`config.mk`:
```
export PLATFORM = sky130hd
export DESIGN_NAME = multicycle_ctrl
export DESIGN_NICKNAME = d
export VERILOG_FILES = /design/src/rtl/multicycle_ctrl.sv
export SDC_FILE = /design/constraint.sdc
export NUM_CORES = 1
export LEC_CHECK = 0
export BUFFER_PORTS_ARGS = -buffer_cell sky130_fd_sc_hd__buf_2
export CORE_MARGIN = 2
export CORE_UTILIZATION = 50
export CTS_CLUSTER_DIAMETER = 150
export DETAILED_ROUTE_END_ITERATION = 10
export HOLD_SLACK_MARGIN = 0.06
export PLACE_DENSITY_LB_ADDON = 0.1
export SLEW_MARGIN = 20
export SYNTH_ARGS = -nofsm -noshare
export SYNTH_HDL_FRONTEND = slang
export SYNTH_SLANG_ARGS = --single-unit
```
`constraint.sdc`:
```
create_clock -name clk -period 1.83 [get_ports clk]
set_input_delay 0.183 -clock clk [delete_from_list [all_inputs] [get_ports clk]]
set_output_delay 0.183 -clock clk [all_outputs]
set_load 0.03 [all_outputs]
```
`src/rtl/multicycle_ctrl.sv`:
```
// Control FSM for the multicycle MIPS-subset datapath, with a retired-instruction counter and
// sticky illegal flag. Define MC_CTRL_MEMWAIT_EN to add the MemReady handshake on memory states.
module multicycle_ctrl #(
    parameter int unsigned CNT_W = 32
) (
    input  logic             clk,
    input  logic             reset,
    input  logic [5:0]       Op,
    input  logic [5:0]       Funct,
    input  logic             Zero,
`ifdef MC_CTRL_MEMWAIT_EN
    input  logic             MemReady,
`endif
    output logic             PCWrite,
    output logic [1:0]       PCSrc,
    output logic             IorD,
    output logic             MemRead,
    output logic             MemWrite,
    output logic             IRWrite,
    output logic             RegDst,
    output logic             MemtoReg,
    output logic             RegWrite,
    output logic             ALUSrcA,
    output logic [1:0]       ALUSrcB,
    output logic             ExtOp,
    output logic [2:0]       ALUctr,
    output logic             Retire,
    output logic [CNT_W-1:0] InstrCnt,
    output logic             IllegalInstr,
    output logic [3:0]       State
);

    typedef enum logic [3:0] {
        StRst  = 4'd0,
        StIf   = 4'd1,
        StId   = 4'd2,
        StExr  = 4'd3,
        StExi  = 4'd4,
        StMadr = 4'd5,
        StMrd  = 4'd6,
        StMwr  = 4'd7,
        StWbr  = 4'd8,
        StWbi  = 4'd9,
        StWbl  = 4'd10,
        StBr   = 4'd11,
        StJmp  = 4'd12
    } state_e;

    localparam logic [5:0] OpRtype = 6'b000000;
    localparam logic [5:0] OpLw    = 6'b100011;
    localparam logic [5:0] OpSw    = 6'b101011;
    localparam logic [5:0] OpBeq   = 6'b000100;
    localparam logic [5:0] OpAddi  = 6'b001000;
    localparam logic [5:0] OpOri   = 6'b001101;
    localparam logic [5:0] OpJ     = 6'b000010;

    localparam logic [5:0] FnAdd = 6'b100000;
    localparam logic [5:0] FnSub = 6'b100010;
    localparam logic [5:0] FnAnd = 6'b100100;
    localparam logic [5:0] FnOr  = 6'b100101;
    localparam logic [5:0] FnSlt = 6'b101010;

    localparam logic [2:0] AluAdd = 3'b000;
    localparam logic [2:0] AluSub = 3'b001;
    localparam logic [2:0] AluAnd = 3'b010;
    localparam logic [2:0] AluOr  = 3'b011;
    localparam logic [2:0] AluSlt = 3'b100;

    state_e           r_state;
    state_e           w_state_next;
    logic [CNT_W-1:0] r_instr_cnt;
    logic             r_illegal;
    logic             w_illegal_set;
    logic             w_mem_ready;

`ifdef MC_CTRL_MEMWAIT_EN
    assign w_mem_ready = MemReady;
`else
    assign w_mem_ready = 1'b1;
`endif

    always_ff @(posedge clk or posedge reset) begin
        if (reset) begin
            r_state     <= StRst;
            r_instr_cnt <= '0;
            r_illegal   <= 1'b0;
        end else begin
            r_state <= w_state_next;
            if (Retire) begin
                r_instr_cnt <= r_instr_cnt + CNT_W'(1);
            end
            if (w_illegal_set) begin
                r_illegal <= 1'b1;
            end
        end
    end

    always_comb begin
        w_state_next  = r_state;
        w_illegal_set = 1'b0;
        PCWrite       = 1'b0;
        PCSrc         = 2'b00;
        IorD          = 1'b0;
        MemRead       = 1'b0;
        MemWrite      = 1'b0;
        IRWrite       = 1'b0;
        RegDst        = 1'b0;
        MemtoReg      = 1'b0;
        RegWrite      = 1'b0;
        ALUSrcA       = 1'b0;
        ALUSrcB       = 2'b00;
        ExtOp         = 1'b0;
        ALUctr        = AluAdd;
        Retire        = 1'b0;
        case (r_state)
            StRst: begin
                w_state_next = StIf;
            end
            StIf: begin
                MemRead = 1'b1;
                ALUSrcB = 2'b01;
                PCWrite = w_mem_ready;
                IRWrite = w_mem_ready;
                if (w_mem_ready) begin
                    w_state_next = StId;
                end
            end
            StId: begin
                // Branch target is precomputed into ALUOut while the opcode decodes.
                ALUSrcB = 2'b11;
                case (Op)
                    OpRtype: begin
                        case (Funct)
                            FnAdd, FnSub, FnAnd, FnOr, FnSlt: w_state_next = StExr;
                            default: begin
                                w_state_next  = StIf;
                                w_illegal_set = 1'b1;
                            end
                        endcase
                    end
                    OpLw, OpSw:     w_state_next = StMadr;
                    OpBeq:          w_state_next = StBr;
                    OpAddi, OpOri:  w_state_next = StExi;
                    OpJ:            w_state_next = StJmp;
                    default: begin
                        w_state_next  = StIf;
                        w_illegal_set = 1'b1;
                    end
                endcase
            end
            StExr: begin
                ALUSrcA = 1'b1;
                case (Funct)
                    FnSub:   ALUctr = AluSub;
                    FnAnd:   ALUctr = AluAnd;
                    FnOr:    ALUctr = AluOr;
                    FnSlt:   ALUctr = AluSlt;
                    default: ALUctr = AluAdd;
                endcase
                w_state_next = StWbr;
            end
            StExi: begin
                ALUSrcA = 1'b1;
                ALUSrcB = 2'b10;
                if (Op == OpOri) begin
                    ALUctr = AluOr;
                end else begin
                    ExtOp = 1'b1;
                end
                w_state_next = StWbi;
            end
            StMadr: begin
                ALUSrcA      = 1'b1;
                ALUSrcB      = 2'b10;
                ExtOp        = 1'b1;
                w_state_next = (Op == OpSw) ? StMwr : StMrd;
            end
            StMrd: begin
                MemRead = 1'b1;
                IorD    = 1'b1;
                if (w_mem_ready) begin
                    w_state_next = StWbl;
                end
            end
            StMwr: begin
                MemWrite = 1'b1;
                IorD     = 1'b1;
                Retire   = w_mem_ready;
                if (w_mem_ready) begin
                    w_state_next = StIf;
                end
            end
            StWbr: begin
                RegWrite     = 1'b1;
                RegDst       = 1'b1;
                Retire       = 1'b1;
                w_state_next = StIf;
            end
            StWbi: begin
                RegWrite     = 1'b1;
                Retire       = 1'b1;
                w_state_next = StIf;
            end
            StWbl: begin
                RegWrite     = 1'b1;
                MemtoReg     = 1'b1;
                Retire       = 1'b1;
                w_state_next = StIf;
            end
            StBr: begin
                // PCWrite follows Zero combinationally so the ALU compare resolves this cycle.
                ALUSrcA      = 1'b1;
                ALUctr       = AluSub;
                PCSrc        = 2'b01;
                PCWrite      = Zero;
                Retire       = 1'b1;
                w_state_next = StIf;
            end
            StJmp: begin
                PCSrc        = 2'b10;
                PCWrite      = 1'b1;
                Retire       = 1'b1;
                w_state_next = StIf;
            end
            default: begin
                w_state_next  = StIf;
                w_illegal_set = 1'b1;
            end
        endcase
    end

    assign InstrCnt     = r_instr_cnt;
    assign IllegalInstr = r_illegal;
    assign State        = r_state;

endmodule

```
After elaboration in Yosys (flattened, before gate mapping)
Index checks and enable logic that the tools add are counted.
- register bits after elaboration: 37
- bits in latches: 0
- RAM bits: 0
- bits in read-only memories: 0
- bits of input ports: 15
- logic and storage cells: 65
- memories kept: 0
- add/subtract/negate cells: 1
- multipliers: 0
- divide/modulo/power cells: 0
- magnitude comparators: 0
- equal/unequal tests: 23
- shift operators: 0
- mux-type cells: 24
- bitwise gates (word level): 0
- reduce and logical (&&, ||, !) cells: 14
- operators by type and width (kind ; number):
    $eq 6x6->1 const B ; 7
    $add 32x1->32 const B ; 1
    $pmux 4 s6 ; 1
    $eq 4x4->1 const B ; 5
    $pmux 4 s5 ; 1
    $eq 4x3->1 const B ; 4
    $eq 6x4->1 const B ; 2
    $mux 1 ; 12
    $pmux 3 s4 ; 1
    $reduce_or 12->1 ; 1
    $reduce_or 2->1 ; 6
    $reduce_or 6->1 ; 2
    $pmux 3 s3 ; 1
    $eq 4x2->1 const B ; 2
    $pmux 1 s2 ; 4
    $eq 6x2->1 const B ; 1
    $eq 6x3->1 const B ; 1
    $logic_not 6->1 ; 1
    $pmux 2 s3 ; 1
    $reduce_or 5->1 ; 1
    $eq 4x1->1 const B ; 1
    $logic_not 4->1 ; 1
    $mux 2 ; 2
    $pmux 2 s2 ; 1
    2 further kinds ; 2

Longest topological paths before layout
- depth after elaboration: 5
- depth in mapped cells: 7
- gate-level depth less buffers: 6

Worst setup path before layout
Ideal clock, no wire load.
- path kind: reg-to-output
- start point: reg r_state[2] (netlist: State[2])
- end point: out PCWrite
- arrival time: 2.011 ns
- slack: -0.364 ns
- stages on the path, launching flop included: 5
- path through: dfrtp_1 clkbuf_1 nand2_1 nor3_1 a21o_1
- cells in the longest elaborated chain, start to end: 3
- ends and longest elaborated chain (element ; line ; text):
    from (decl) ; 69 ; state_e r_state;
    from (signal assigned) ; 84 ; r_state <= StRst;
    from (signal assigned) ; 88 ; r_state <= w_state_next;
    $eq 4x1->1 or $eq 4x4->1 (tied branches) ; 115 ; case (r_state)
    $reduce_or 2->1 (no line) ; - ;
    $pmux 1 s2 * ; 115 ;
    to (decl) ; 14 ; output logic PCWrite,
Every way passes the cells marked *; elsewhere a longest branch is shown, timed or not.

Final worst setup path
- start point: reg r_state[1] (netlist: State[1])
- end point: out MemRead
- cells in the longest elaborated chain, start to end: 3
- ends and longest elaborated chain (element ; line ; text):
    $eq 4x3->1 or $eq 4x1->1 (tied branches) ; 115 ;
    $reduce_or 2->1 (no line) * ; - ;
    $mux 1 * ; 115 ;
    to (decl) ; 17 ; output logic MemRead,
Marks and branches as above.

==> out/qor.csv <==
stage;metric;value;unit
run_status;outcome;completed;
die;initial_core_util;52.5;%
detailed_routing;drcViolationCount;0;
setup_path;worstPathArrival;1560;ps
global_route;grtUsageTotal;19.3;%
global_route;grt_pass1_wl;7.59;mm
pwr;clkPwrFrac;20.5;%
sta;hold_viol_final;0;
sta;finalCritPeriodShare;95.0;%
setup_path;path_max_fanout;18;
clocking;root_buffer;clkbuf_8;
setup_path;end_kind;output pin;
sta;slew_headroom;69.3;%
sta;tightest_slew;460;ps
min_path;hp-class;in2reg;
clocking;h-tree-depth;2;
pwr;power.share.sequential;34.9;%
synthesis;avgSynthCellArea;9.98;um2
synthesis;synthCells;212;
detailed_routing;via_per_inst;5.43;
final_layout;multiInputGateArea;1180;um2
global_route;grt_pass1_vias;1620;
setup_path;required;1650;ps
pwr;internal-power;0.00166;W
placed_design;post_dp_cell_area;2610;um2
pwr;p_leak;1.38;nW
final_layout;syn_to_final_growth;31.2;%
synthesis;ys.warnings.count;0;
clocking;cts_tree;yes;
detailed_routing;drtIter0Drc;96;
detailed_routing;ant_nets;0;
flow_run;drv_cap;0;
detailed_routing;drt-total-wl;4.66;mm
final_layout;design_area;2780;um2
synthesis;synth.ff_latch_count;37;
die;pin_count;70;
pwr;pwr-share-comb;44.6;%
die;die_area;4770;um2
clocking;clkLatencyLatePin;290;ps
setup_path;rrSetupSlack;140;ps
pwr;vdd_ir_drop_max;0.871;mV
min_path;holdPathStages;4;
sta;fmax;575;MHz
synthesis;ys_types;45;
pwr;switchingPower;0.00124;W
final_layout;seqCellArea;930;um2
setup_path;r2r-end;InstrCnt[16];
pwr;netSwitchingFraction;42.7;%
pwr;power.density;1050;nW/um2
detailed_routing;vias;1874;
die;fp-row-count;23;
sta;final-setup-viol-count;0;
placed_design;place.gp.congestion;0.855;
clocking;cts_buffers;5;
die;coreArea;4030;um2
synthesis;synth_area;2120;um2
final_layout;drive_above_1_share;40.7;%
final_layout;fillers;326;
min_path;min_to;State[2];
sta;holdWs;311;ps
detailed_routing;wl_per_cell;13.5;um
synthesis;synth_nets;228;
placed_design;io_buffers;69;
sta;slew_viol_final;0;
sta;worst_clock_skew;10.4;ps
setup_path;r2r_start;State[0];
die;fp.dieH;69.1;um
clocking;cts.sinks;37;
sta;worst_slack;91.2;ps
setup_path;critPathLaunchType;flip-flop;
setup_path;critPathKind;reg2out;
global_route;grt_max_degree;38;
global_route;grt-ovfl-total;0;
global_route;grt_antenna_before_repair;0;
placed_design;dpl.hpwl;3.38;mm
final_layout;nets;310;
clocking;ctsLongestPathBuffers;2;
final_layout;antenna_cells;0;
clocking;clk_pin_slew;70;ps
min_path;min-delay-start;Op[4];
synthesis;yosysSeqAreaShare;43.8;%
placed_design;dp_slack;125;ps
die;die_w;69.1;um
setup_path;r2r_cells;7;
sta;period_needed;1740;ps
detailed_routing;drt-pass1-iter-count;4;
==> kinds of logic (layout without fill, tap and decap cells) <==
kind of cell             Yosys count  in the layout  synth area share (%)
AO/OA/AOI/OAI                     26             26                  9.52
XOR/XNOR                          33             33                  14.0
adder cells (fa/ha/maj)            1              1                 0.591
buffers and inverters             15             98                  3.43
flip-flops                        37             37                  43.8
multiplexers                       2              2                  1.06
AND/OR/NAND/NOR                   98             98                  27.6
==> routing by layer <==
metal | GRT usage (%) | up-vias | wire, um
met5 | 0 | - | 0
met2 | 30.0 | 58 | 2150
met3 | 4.97 | 8 | 249
met1 | 26.2 | 892 | 2190
li1 | - | 916 | -
met4 | 6.75 | 0 | 75
==> cell type report <==
| class | count | share of cell area [%] |
|---|---|---|
| sequential | 37 | 33.5 |
| multi-input combinational | 160 | 42.6 |
| inverter | 8 | 1.08 |
| tap | 50 | 2.25 |
| clock buffer | 6 | 2.98 |
| timing repair buffer | 82 | 17.1 |
| clock inverter | 2 | 0.496 |
==> metrics by stage <==
step / total power (W) / utilization, % / std cells / TNS, ps
6_report: 0.00290 / 68.9 / 345 / 0
5_1_grt: 0.00306 / 68.9 / 345 / -23.1
4_1_cts: 0.00285 / 67.8 / 343 / 0
3_5_place_dp: 0.00222 / 64.7 / 334 / 0
3_3_place_gp: 0.00222 / 64.7 / 334 / 0
2_1_floorplan: 0.00189 / - / 212 / -99.8
==> flip-flops by register name, indices dropped and copies added, names as in the netlist <==
name,count
InstrCnt,32
IllegalInstr,1
State,4
==> Yosys cell counts <==
cell type	number	share of area [%]
dfrtp_1	37	44
xnor2_1	25	10
nand2_1	18	3.2
nor2_1	16	2.8
nand4_1	12	3.5
nand3_1	9	2.1
inv_1	8	1.4
nor3_1	7	1.7
xor2_1	7	2.9
o21ai_0	6	1.4
a21oi_1	5	1.2
and3_1	5	1.5
nand2b_1	5	1.5
nand3_2	5	2.4
and2_1	3	0.89
clkbuf_1	3	0.53
nor2b_1	3	0.89
nor4_1	3	0.89
and4_2	2	0.95
buf_4	2	0.71
mux2_2	2	1.1
nand3b_1	2	0.71
o211ai_1	2	0.71
o22ai_4	2	1.9
o311ai_0	2	0.83
or4_1	2	0.71
a211oi_2	1	0.59
a21boi_0	1	0.35
a21o_1	1	0.35
a31oi_1	1	0.30
and3b_1	1	0.41
and4b_1	1	0.47
buf_2	1	0.24
buf_6	1	0.53
ha_1	1	0.59
nand4_4	1	1.0
nand4b_1	1	0.41
nand4b_4	1	1.1
nor4bb_1	1	0.47
o21a_1	1	0.35
o21ai_1	1	0.24
o221ai_1	1	0.41
o311a_1	1	0.47
o31a_1	1	0.41
xnor2_2	1	0.77
==> power by group through the flow <==
stage / registers (W) / logic, W / clock network [W]
2_1_floorplan: 0.00118 / 0.000710 / 0
3_3_place_gp: 0.00102 / 0.00120 / 0
3_5_place_dp: 0.00103 / 0.00119 / 0
4_1_cts: 0.00101 / 0.00123 / 0.000611
5_1_grt: 0.00103 / 0.00138 / 0.000647
6_report: 0.00101 / 0.00129 / 0.000595
==> worst max-delay path: stages (launching register included) <==
cell and delay (ps):
dfrtp_2 450, buf_8 170, nand2b_2 240, nor2_1 100, a21oi_1 50, nor2_1 80, clkbuf_4 190
==> worst max path at each step <==
stage                startpoint           end  slack [ps]  cells after the start
finish                 State[1]       MemRead          90                      6
global route           State[1]     ALUctr[1]         -10                      6
CTS                    State[1]       MemRead          20                      6
detailed placement  InstrCnt[3]  InstrCnt[26]         120                      5
global placement       State[3]  InstrCnt[26]         230                      5
floorplan              State[2]       PCWrite         -80                      4
==> layout by cell type, fill, tap and decap left out, types with 3 or more instances in the layout <==
master | netlist | routed
nor3_2 | 0 | 3
buf_2 | 1 | 67
nand2b_1 | 5 | 3
xor2_1 | 7 | 7
nand2_1 | 18 | 18
nor2_1 | 16 | 12
buf_4 | 2 | 10
inv_1 | 8 | 8
clkbuf_8 | 0 | 6
nand3_2 | 5 | 5
a21oi_1 | 5 | 5
and3_1 | 5 | 5
xnor2_1 | 25 | 25
nor2b_1 | 3 | 3
nand3_1 | 9 | 9
nor2_2 | 0 | 3
dfrtp_2 | 0 | 3
nor3_1 | 7 | 4
dfrtp_1 | 37 | 34
nand4_1 | 12 | 12
o21ai_0 | 6 | 5
==> timing repair <==
item / CTS / global route
pin swaps: 0 / 1
hold endpoints to repair: 37 / 0
resized for setup: 4 / 10
hold buffers: 1 / 0
buffers inserted: 0 / 2
setup endpoints to repair: 4 / 9
Power figures use the tool's default switching activity.
